<file path="src/rtl/writeback_buffer.sv">
// rtl/writeback_buffer.sv - line-granular write-back buffer between the cache memory port and physical memory
//
// Absorbs evicted dirty lines into a small FIFO, acknowledges them quickly and
// drains them to memory whenever the upstream side is idle. Reads that hit a
// buffered line are served from the buffer; misses go to physical memory.
//
// Ports:
//   clk, rst_n                  clock, asynchronous active-low reset
//   c_read, c_write             upstream line read / write, held until c_resp
//   c_address, c_wdata          upstream line address and write data
//   c_resp, c_rdata             one-cycle completion pulse and read line
//   pmem_read, pmem_write       requests to physical memory
//   pmem_address, pmem_wdata    line-aligned memory address and write line
//   pmem_resp, pmem_rdata       memory completion and read line
//   wb_count                    number of occupied buffer entries

module writeback_buffer #(
  parameter int DEPTH      = 4,
  parameter int ADDR_WIDTH = 16,
  parameter int LINE_WIDTH = 128
) (
  input  logic                    clk,
  input  logic                    rst_n,
  input  logic                    c_read,
  input  logic                    c_write,
  input  logic [ADDR_WIDTH-1:0]   c_address,
  input  logic [LINE_WIDTH-1:0]   c_wdata,
  output logic                    c_resp,
  output logic [LINE_WIDTH-1:0]   c_rdata,
  output logic                    pmem_read,
  output logic                    pmem_write,
  output logic [ADDR_WIDTH-1:0]   pmem_address,
  output logic [LINE_WIDTH-1:0]   pmem_wdata,
  input  logic                    pmem_resp,
  input  logic [LINE_WIDTH-1:0]   pmem_rdata,
  output logic [$clog2(DEPTH):0]  wb_count
);

  localparam int PTR_W = $clog2(DEPTH);
  localparam int CNT_W = PTR_W + 1;
  localparam int TAG_W = ADDR_WIDTH - 4;

  typedef enum logic [1:0] {
    S_IDLE,
    S_RESP,
    S_MEM_READ,
    S_DRAIN
  } state_t;

  state_t state, state_nxt;

  logic [TAG_W-1:0]      tag_q  [DEPTH];
  logic [LINE_WIDTH-1:0] data_q [DEPTH];
  logic [PTR_W-1:0]      head, tail;
  logic [CNT_W-1:0]      count;
  logic [TAG_W-1:0]      rd_tag;
  logic [LINE_WIDTH-1:0] rdata_q;

  logic [TAG_W-1:0]      c_tag;
  logic [DEPTH-1:0]      entry_valid;
  logic                  hit;
  logic [PTR_W-1:0]      hit_idx;
  logic                  full;

  logic do_push, do_coal, do_pop, ld_hit, ld_miss, ld_mem;

  // The byte offset inside a line never affects matching or memory addresses.
  logic unused_offset_bits;
  assign unused_offset_bits = ^c_address[3:0];

  assign c_tag = c_address[ADDR_WIDTH-1:4];
  assign full  = (count == CNT_W'(DEPTH));

  // An entry is occupied when its distance from head (modulo DEPTH) is below
  // the count, so no separate valid bits need to be kept or cleared.
  always_comb begin
    entry_valid = '0;
    for (int i = 0; i < DEPTH; i++) begin
      entry_valid[i] = ({1'b0, PTR_W'(i) - head} < count);
    end
  end

  // At most one entry holds a given line, so the last match is the only match.
  always_comb begin
    hit     = 1'b0;
    hit_idx = '0;
    for (int i = 0; i < DEPTH; i++) begin
      if (entry_valid[i] && (tag_q[i] == c_tag)) begin
        hit     = 1'b1;
        hit_idx = PTR_W'(i);
      end
    end
  end

  always_comb begin
    state_nxt = state;
    do_push   = 1'b0;
    do_coal   = 1'b0;
    do_pop    = 1'b0;
    ld_hit    = 1'b0;
    ld_miss   = 1'b0;
    ld_mem    = 1'b0;
    case (state)
      S_IDLE: begin
        if (c_read) begin
          if (hit) begin
            ld_hit    = 1'b1;
            state_nxt = S_RESP;
          end else begin
            ld_miss   = 1'b1;
            state_nxt = S_MEM_READ;
          end
        end else if (c_write) begin
          if (hit) begin
            do_coal   = 1'b1;
            state_nxt = S_RESP;
          end else if (!full) begin
            do_push   = 1'b1;
            state_nxt = S_RESP;
          end else begin
            // Make room first; the write is looked at again back in IDLE.
            state_nxt = S_DRAIN;
          end
        end else if (count != '0) begin
          state_nxt = S_DRAIN;
        end
      end
      S_RESP: begin
        state_nxt = S_IDLE;
      end
      S_MEM_READ: begin
        if (pmem_resp) begin
          ld_mem    = 1'b1;
          state_nxt = S_RESP;
        end
      end
      S_DRAIN: begin
        if (pmem_resp) begin
          do_pop    = 1'b1;
          state_nxt = S_IDLE;
        end
      end
      default: begin
        state_nxt = S_IDLE;
      end
    endcase
  end

  always_ff @(posedge clk or negedge rst_n) begin
    if (!rst_n) begin
      state   <= S_IDLE;
      head    <= '0;
      tail    <= '0;
      count   <= '0;
      rd_tag  <= '0;
      rdata_q <= '0;
    end else begin
      state <= state_nxt;
      if (do_push) begin
        tail  <= tail + PTR_W'(1);
        count <= count + CNT_W'(1);
      end
      if (do_pop) begin
        head  <= head + PTR_W'(1);
        count <= count - CNT_W'(1);
      end
      if (ld_hit) begin
        rdata_q <= data_q[hit_idx];
      end else if (ld_mem) begin
        rdata_q <= pmem_rdata;
      end
      if (ld_miss) begin
        rd_tag <= c_tag;
      end
    end
  end

  // Line storage carries no reset: occupancy is tracked by head/count alone.
  always_ff @(posedge clk) begin
    if (do_push) begin
      tag_q[tail]  <= c_tag;
      data_q[tail] <= c_wdata;
    end else if (do_coal) begin
      data_q[hit_idx] <= c_wdata;
    end
  end

  always_comb begin
    c_resp       = (state == S_RESP);
    c_rdata      = rdata_q;
    pmem_read    = (state == S_MEM_READ);
    pmem_write   = (state == S_DRAIN);
    pmem_address = '0;
    pmem_wdata   = '0;
    wb_count     = count;
    if (state == S_MEM_READ) begin
      pmem_address = {rd_tag, 4'b0000};
    end else if (state == S_DRAIN) begin
      pmem_address = {tag_q[head], 4'b0000};
      pmem_wdata   = data_q[head];
    end
  end

endmodule

</file>
<file path="config.mk">
export PLATFORM = sky130hd
export DESIGN_NAME = writeback_buffer
export DESIGN_NICKNAME = d
export VERILOG_FILES = /design/src/rtl/writeback_buffer.sv
export SDC_FILE = /design/constraint.sdc
export NUM_CORES = 1
export LEC_CHECK = 0
export ABC_AREA = 1
export BUFFER_PORTS_ARGS = -buffer_cell sky130_fd_sc_hd__buf_2
export CAP_MARGIN = 20
export CORE_AREA = 2 2 297 299
export DETAILED_ROUTE_END_ITERATION = 12
export DIE_AREA = 0 0 299 301
export SYNTH_ARGS = -nofsm -noshare
export SYNTH_HDL_FRONTEND = slang
export SYNTH_SLANG_ARGS = --single-unit
</file>
<file path="constraint.sdc">
create_clock -name clk -period 8.7 [get_ports clk]
set_clock_uncertainty 0.05 [all_clocks]
set_input_delay 0.435 -clock clk [delete_from_list [all_inputs] [get_ports clk]]
set_output_delay 0.435 -clock clk [all_outputs]
set_load 0.01 [all_outputs]
</file>
# Word-level counts from Yosys, hierarchy flattened
# Memory sizes are Yosys's and may differ from the RTL's.
# Cells that the tools add are included.
[totals] n_memories=2 ff_bits=149 output_inout_bits=278 wordCells=90 ram_bits=560 input_bits=277
[classes] n_lt_le_gt_ge=4 eq_ne=11 add_sub_neg=8 muxes=49 reduce_logical=10
[mem_list] memory="data_q" words=4 width=128 rd=2 rd_clocked_by_memory_dff=0 write_ports=1 line_no="53" text="logic [LINE_WIDTH-1:0] data_q [DEPTH];"
[mem_list] memory="tag_q" words=4 width=12 rd=5 rd_clocked_by_memory_dff=0 write_ports=1 line_no="52" text="logic [TAG_W-1:0] tag_q [DEPTH];"
[op_table] op="$mux 128" count=5
[op_table] op="$reduce_or 128->1" count=1
[op_table] op="$eq 12x12->1" count=4
[op_table] op="$mux 16" count=2
[op_table] op="$mux 1" count=28
[op_table] op="$mux 2" count=11
[op_table] op="$lt 2x3->1" count=4
[op_table] op="$pmux 2 s4" count=1
[op_table] op="$mux 3" count=2
[op_table] op="$add 2x1->2 const B" count=2
[op_table] op="$eq 2x2->1 const B" count=2
[op_table] op="$logic_and 1x1->1" count=4
[op_table] op="$ne 2x1->1 const B" count=2
[op_table] op="$ne 4x4->1 const B" count=1
[op_table] op="$reduce_bool 2->1" count=2
[op_table] op="$sub 1x2->2 const A" count=2
[op_table] op="$sub 2x2->2 const A" count=2
[op_table] op="$add 3x1->3 const B" count=1
[op_table] op="$eq 3x3->1 const B" count=1
[op_table] op="$reduce_and 3->1" count=1
[op_table] op="$reduce_bool 3->1" count=1
[op_table] op="$sub 3x1->3 const B" count=1
[op_table] op="$eq 2x1->1 const B" count=1
[op_table] op="$logic_not 2->1" count=1

# Longest topological paths before layout
# Gate-level depths: netlist (run 1).
[depth] word_depth=16 ltp_mapped=21 ltp_nobuf=17

# Worst setup path after synthesis (run 1)
# No wires, ideal clock.
[synth_timing] path_type="register to register" from="register head[0]" to="memory data_q[0][0], enable pin" t_arrival_ns=8.093 path_buffers=4 setup_ns=0.617 path_slack_ns=-0.060 required_time_ns=8.033 synth_period_minus_slack_ns=8.760 stages_incl_launch_ff=20 cell_sequence="dfrtp_1 buf_4 inv_2 nor2_1 clkbuf_1 clkinv_1 nand2_1 inv_1 ha_1 a21oi_1 nor2_1 nor2_1 nand2_2 nand2_2 nand2_2 buf_6 buf_2 nand3_1 nand3_1 nor2_1"
[synth_between] elab_chain_cells=16 elab_cells_between_ends=35 cone_classes="4 x add/sub; 4 x order compare; 22 x mux; 5 x reduce/logical"
[synth_rtl] item="start: declaration" line_no="54" text="logic [PTR_W-1:0] head, tail;"
[synth_rtl] item="start signal: assignment" line_no="164" text="head <= head + PTR_W'(1);"
[synth_rtl] item="$sub 1x2->2" line_no="79" text="entry_valid[i] = ({1'b0, PTR_W'(i) - head} < count);"
[synth_rtl] item="$lt 2x3->1" line_no="79"
[synth_rtl] item="$logic_and 1x1->1" line_no="88" text="if (entry_valid[i] && (tag_q[i] == c_tag)) begin"
[synth_rtl] item="$mux 1 (4 in a row)" line_no="88"
[synth_rtl] item="$mux 1" line_no="114" text="if (hit) begin"
[synth_rtl] item="$mux 1" line_no="113" text="end else if (c_write) begin"
[synth_rtl] item="$mux 1" line_no="105" text="if (c_read) begin"
[synth_rtl] item="$mux 1" line_no="103" text="case (state)"
[synth_rtl] item="$mux 1" line_no="183" text="end else if (do_coal) begin"
[synth_rtl] item="$mux 1" line_no="180" text="if (do_push) begin"
[synth_rtl] item="$mux 1 (implied by the code)" line_no="184" text="data_q[hit_idx] <= c_wdata;"
[synth_rtl] item="$reduce_or 128->1 (no source line)"
[synth_rtl] item="$mux 2 (no source line) or $mux 1 (tied branches)"
[synth_rtl] item="end: declaration" line_no="53"
# Parallel ways exist; a longest one is shown, timed or not.

# Final worst setup path (run 1)
[layout_timing] from="register head[0]" to="memory data_q[1][108], enable pin"
# The elaborated chain is that of the path after synthesis.

==> flow_summary.yaml, run 1 <==
status:
  outcome: "completed"
clock_tree:
  clk_path_buf_depth: 3
  cts_root_buffer: "clkbuf_16"
  ctsHtreeMaxLevel: 3
  cts_tree: "yes"
  worstSkewPairLatency_ps: 630
  cts_num_sinks: 709
  numCtsBuffers: 81
  clk_pin_slew_ps: 60
cells_and_area:
  drive_gt1_share_pct: 17.10
  multi_input_area_mm2: 0.01020
  areaGrowthSynthToFinish_pct: 21.84
  fillers: 8206
  ff_latch_area_mm2: 0.02054
  nNetsFinal: 4634
  fin_cells: 5577
route:
  drcViolationCount: 0
  highest_layer: "met5"
  wl_met1_um: 45970
  drt_wl_total_um: 112500
  dr.pass1.iters: 5
  via_per_inst: 5.093
  ant_nets: 0
  dr_wl_met2_um: 54800
  avgRoutedWirePerCell_um: 20.17
  drtIter0Drc: 2099
  vias: 28400
  met3_length_um: 7718
grt:
  antenna_found_initial: 12
  overflow: 0
  grt_pass1_vias: 27600
  track_usage_pct: 24.43
  grt_first_pass_wirelength_um: 167400
  grt_max_degree: 135
logic_synthesis:
  ys_seq_area_share_pct: 59.72
  syn_inst: 3773
  syn_area_mm2: 0.03440
  yosys_warnings: 0
  ys_ff_latch: 709
  synth-simple-area-share_pct: 15.92
  avgSynthCellArea_um2: 9.119
  synth_top_family_by_area: "simple AND/OR/NAND/NOR gates"
  synth_xor_area_share_pct: 0.8146
  synth-compound-area-share_pct: 12.15
  synthMuxAreaShare_pct: 0
  synthAdderAreaFrac_pct: 0.3491
  synth_cell_types: 36
power:
  peakVddDrop_uv: 196.3
  cellPowerDensity_mw_per_mm2: 264.9
  p_leak_nw: 19.09
setup_path:
  crit_fanout: 75
  worstPathCellList: "inv_2, nor2_4, clkinv_1, nand2_1, inv_1, ha_1, a21oi_1, nor2_1, nor2_1, nand2_4, nand2_8, o21ai_0, nand2_1, nand3_1, nor2_4, buf_4, buf_4"
  worstPathRequired_ps: 8890
  arrival_ps: 6400
  crit_path_top_delay_cell: "nand2_8"
  cp_slowest_stage_delay_ps: 670
  end_kind: "register"
  critical_path_class: "reg -> reg"
  start_kind: "register"
floorplanning:
  coreArea_mm2: 0.08648
  die_area_mm2: 0.09000
  die_y_um: 301
  ios: 555
  die_w_um: 299
  row_count: 108
  start_util_pct: 39.78
timing:
  min_period_ps: 6206
  max_slew_margin_pct: 24.38
  tns_ps: 0
  report.final.slew_viol_count: 0
  rsz0062_at_grt: "false"
  holdWs_ps: 89.10
  worst_pin_slew_ps: 1134
  report.final.hold_viol_count: 0
  fmax_ghz: 0.1611
  fin_crit_sh_pct: 71.33
  setup_violations: 0
placed_design:
  hpwl_um: 66110
  gp_congestion: 0.8306
  dp.cells: 5291
  io_buffer_count: 546
run:
  drv_cap: 0
min_path:
  hold_path_class: "in -> reg"
## worst max-delay path, delay by kind of cell (launching register included)
family / cells / cell delay [ps]
AOI/OAI and AO/OA: 2 / 430
adders and majority gates: 1 / 270
buffers and inverters: 5 / 1890
DFF: 1 / 660
and+or+nand+nor: 9 / 2430
## Yosys cell counts
library cell,instances,area share [%]
a21oi_4,1,0.047
buf_8,1,0.044
inv_1,704,7.7
buf_1,10,0.11
nand2_2,16,0.29
nand4_1,6,0.11
xnor2_1,3,0.076
o22ai_1,140,2.5
buf_6,7,0.23
dfrtp_1,149,11
buf_4,29,0.63
o21ai_0,248,3.6
edfxtp_1,560,49
nand3_1,143,2.1
nor2_1,186,2.0
nor2_8,2,0.12
clkinv_1,1,0.011
clkbuf_1,121,1.3
clkbuf_8,1,0.040
a22oi_1,2,0.044
a221oi_1,128,3.3
nand2_4,1,0.033
a21oi_1,136,2.0
xor2_1,29,0.74
buf_2,54,0.79
a22o_1,4,0.10
nor3_1,3,0.044
o2bb2ai_1,4,0.10
o21ai_1,32,0.47
conb_1,1,0.011
ha_1,8,0.29
nand2_1,1028,11
clkbuf_2,1,0.015
inv_2,10,0.11
clkbuf_4,3,0.065
fa_1,1,0.058
## kinds of logic (layout without fill, tap and decap cells)
family | count (synthesis) | in the layout
simple gates | 1385 | 1385
other cells | 1 | 12
flops | 709 | 709
buf+inv | 942 | 1580
compound gates | 695 | 695
xor+xnor | 32 | 32
fa+ha+maj | 9 | 9
## flip-flops by register name, indices dropped and copies added (netlist names)
register	count
data_q	512
c_rdata	128
tag_q	48
rd_tag	12
wb_count	3
head	2
state	2
tail	2
## through the flow
stage / power, W / instance area, um^2 / utilization (%) / setup slack (ps)
4_1_cts: 0.01119 / 41900 / 48.45 / 2579
5_1_grt: 0.01166 / 41910 / 48.47 / 2162
3_3_place_gp: 0.007751 / 38000 / 43.94 / 2660
6_report: 0.01111 / 41920 / 48.47 / 2494
2_1_floorplan: 0.006381 / 34420 / - / -59.53
3_5_place_dp: 0.007777 / 38000 / 43.94 / 2617
## cell usage in the layout, fill, tap and decap left out, types with 17 or more instances in the layout
cell,n
nand2_1,1023
inv_1,704
edfxtp_1,560
buf_2,545
o21ai_0,248
nor2_1,179
dfrtp_1,149
nand3_1,143
o22ai_1,140
a21oi_1,136
dlygate4sd3_1,129
a221oi_1,128
clkbuf_16,82
buf_4,35
o21ai_1,32
xor2_1,29
clkinv_2,19
clkbuf_1,17
## cell type report
cell class / instances / area share [%]
antenna: 8 / 0.04776
inverter: 715 / 6.402
tap: 1155 / 3.447
sequential: 709 / 49.01
clock buffer: 111 / 5.441
timing repair buffer: 716 / 10.53
clock inverter: 38 / 0.7820
multi-input combinational: 2125 / 24.34
## layer usage
layer / vias to the layer above / track usage [%]
met4: 6 / 10.23
met5: - / 0
met2: 1094 / 41.19
li1: 13520 / -
met1: 13580 / 31.47
met3: 203 / 3.687
## power breakdown
part / total (W) / switching [W] / internal, W
clock network: 0.00334 / 0.00138 / 0.00196
logic: 0.00334 / 0.00223 / 0.00111
registers: 0.00442 / 0.000261 / 0.00416
total: 0.0111 / 0.00387 / 0.00723
## what timing repair did
action	in CTS	in global routing
hold endpoints to repair	556	0
buffers inserted	0	0
resized for setup	0	0
hold buffers	129	0
## final timing paths
kind                                  from             end  slack, ps  cells after the start
hold reg to reg                c_rdata[84]     c_rdata[84]        420                      2
hold / removal             pmem_rdata[105]    c_rdata[105]         90                      5
setup reg to reg                   head[0]  data_q[1][108]       2490                     17
max in group asynchronous            rst_n     c_rdata[84]       6980                      3
setup / recovery                   head[0]  data_q[1][108]       2490                     17
min in group asynchronous            rst_n       rd_tag[9]        280                      2
(Power assumes the default switching activity.)
==> inputs of run 2 (changes only) <==
==> constraint.sdc (replaced) <==
create_clock -name clk -period 6.15 [get_ports clk]
set_clock_uncertainty 0.05 [all_clocks]
set_input_delay 0.3075 -clock clk [delete_from_list [all_inputs] [get_ports clk]]
set_output_delay 0.3075 -clock clk [all_outputs]
set_load 0.01 [all_outputs]
==> run 2 against run 1 <==
Clock power up 46%. Critical path depth unchanged. Register-to-register slack worse by 1400 ps. Clock-buffer cell count down 10. Flip-flop and latch count unchanged. Global-route usage up 0.30 points. Critical endpoint is now c_rdata[99].
==> flow_summary.yaml, run 2 (synthesized netlist as in run 1, its figures left out) <==
status:
  outcome: "completed"
cells_and_area:
  fillers: 7903
  fin_cells: 5722
  final_cell_mix: "nand2_1 (1023), inv_1 (704), edfxtp_1 (560), buf_2 (545), dlygate4sd3_1 (265)"
  drive_gt1_share_pct: 16.85
  largest_reg_flops: 512
  largest-register: "data_q"
  nNetsFinal: 4777
  layout_commonest_cell: "nand2_1"
  ff_latch_area_mm2: 0.02054
  multi_input_area_mm2: 0.01020
  postLayoutCoreUtil_pct: 50.32
  areaGrowthSynthToFinish_pct: 26.49
route:
  avgRoutedWirePerCell_um: 20.01
  ant_nets: 0
  drtIter0Drc: 2446
  drcViolationCount: 0
  drt_wl_total_um: 114500
  vias: 29060
  dr.pass1.iters: 5
  via_per_inst: 5.078
timing:
  setup_violations: 0
  tns_ps: 0
  worst_pin_slew_ps: 1141
  fmax_ghz: 0.1970
  fin_crit_sh_pct: 82.54
  report.final.slew_viol_count: 0
  max_slew_margin_pct: 23.91
  holdWs_ps: 36.10
  setup_slack_ps: 1074
  report.final.hold_viol_count: 0
  rsz0062_at_grt: "false"
  min_period_ps: 5076
power:
  comb_power_share_pct: 30.4
  p_sw_share_pct: 35.16
  p_leak_nw: 19.78
  internal_power_w: 0.01038
  cellPowerDensity_mw_per_mm2: 368.0
  clkPwrFrac_pct: 30.5
  p_switching_w: 0.005630
  power_frac_seq_pct: 39.1
  peakVddDrop_uv: 439.3
clock_tree:
  clk_pin_slew_ps: 60
  worstSkewPairLatency_ps: 630
  ctsHtreeMaxLevel: 3
  cts_tree: "yes"
  clk_path_buf_depth: 3
  cts_root_buffer: "clkbuf_16"
  cts_num_sinks: 709
  numCtsBuffers: 80
floorplanning:
  ios: 555
  die_y_um: 301
  die_w_um: 299
  start_util_pct: 39.78
  die_area_mm2: 0.09000
  row_count: 108
  coreArea_mm2: 0.08648
min_path:
  hold_path_class: "in -> reg"
  worstHoldStart: "pmem_rdata[34]"
  hold_path_depth: 5
  whs_endpoint: "c_rdata[34]"
placed_design:
  io_buffer_count: 546
  dp.cells: 5299
  hpwl_um: 67320
  place_ws_ps: 1087
  gp_congestion: 0.8243
setup_path:
  critical_path_class: "reg -> reg"
  arrival_ps: 5540
  crit_path_top_delay_cell: "buf_4"
  start_kind: "register"
  r2r_cells: 17
  rr_startpoint: "head[0]"
  worstPathRequired_ps: 6610
  cp_common_cell: "nand2_1"
  cp_slowest_stage_delay_ps: 710
  worstPathCellList: "inv_2, nor2_4, clkinv_1, nand2_1, inv_1, ha_1, a21oi_1, nor2_1, nor2_1, nand2_4, buf_4, nand4_1, nand2_4, buf_4, o21ai_0, nand2_1, nand2_1"
  end_kind: "register"
  crit_family: "buffers and inverters"
  crit_buf_inv: 5
  worst_r2r_endpoint: "c_rdata[99]"
  crit_fanout: 73
  reg2reg_setup_slack_ps: 1070
grt:
  antenna_found_initial: 15
  grt_pass1_vias: 28440
  grt_max_degree: 167
  track_usage_pct: 24.74
  overflow: 0
  grt_first_pass_wirelength_um: 169900
run:
  drv_cap: 0
## run 2: power groups by stage
stage / Sequential, W / Clock (W) / Combinational (W)
floorplan: 0.00648 / 0 / 0.00254
CTS: 0.00625 / 0.00497 / 0.00486
detailed placement: 0.00633 / 0 / 0.00471
finish: 0.00626 / 0.00489 / 0.00487
global placement: 0.00633 / 0 / 0.00466
global route: 0.00632 / 0.00515 / 0.00528
## run 2: layer usage
layer | vias up | global-route usage, % | wire length, um | part of all wire (%)
li1 | 13790 | - | - | -
met1 | 13890 | 32.32 | 48050 | 42
met2 | 1112 | 41.25 | 54730 | 48
met3 | 246 | 3.420 | 7175 | 6.3
met4 | 12 | 10.65 | 4492 | 3.9
met5 | - | 0 | 73 | 0.064
## run 2: worst reg2reg max path, cell delays in order, from the launching register on
cell and delay, ps:
dfrtp_1 650, inv_2 210, nor2_4 130, clkinv_1 360, nand2_1 250, inv_1 60
ha_1 270, a21oi_1 60, nor2_1 80, nor2_1 70, nand2_4 150, buf_4 710
nand4_1 360, nand2_4 670, buf_4 510, o21ai_0 220, nand2_1 100, nand2_1 50
## run 2: layout make-up
cell class                      instances  share of cell area [%]
Multi-Input combinational cell       2125                   23.45
Clock inverter                         49                   1.279
Antenna cell                            8                 0.04600
Sequential cell                       709                   47.21
Tap cell                             1155                   3.321
Timing Repair Buffer                  860                   13.61
Clock buffer                          101                   4.922
Inverter                              715                   6.167
## run 2: worst max path at each step
stage                        from            to  slack [ps]  cells after the start
final                     head[0]   c_rdata[99]        1070                     17
after CTS                 head[0]   c_rdata[99]        1050                     17
after global placement    head[0]    c_rdata[9]        1060                     17
after detailed placement  head[0]    c_rdata[9]        1090                     17
after global routing      head[0]   c_rdata[97]         710                     17
after floorplan           head[0]  data_q[2][0]        -510                     19
## run 2: per-stage QoR
| stage | cell area (um^2) | power, W |
|---|---|---|
| 2_1_floorplan | 34430 | 0.009016 |
| 3_5_place_dp | 38150 | 0.01104 |
| 5_1_grt | 43520 | 0.01675 |
| 6_report | 43520 | 0.01601 |
| 3_3_place_gp | 38150 | 0.01099 |
| 4_1_cts | 43500 | 0.01608 |
## run 2: what timing repair did
item	in CTS	in global routing
hold endpoints to repair	756	0
setup buffers	0	0
hold buffers	265	0
resized for setup	0	0
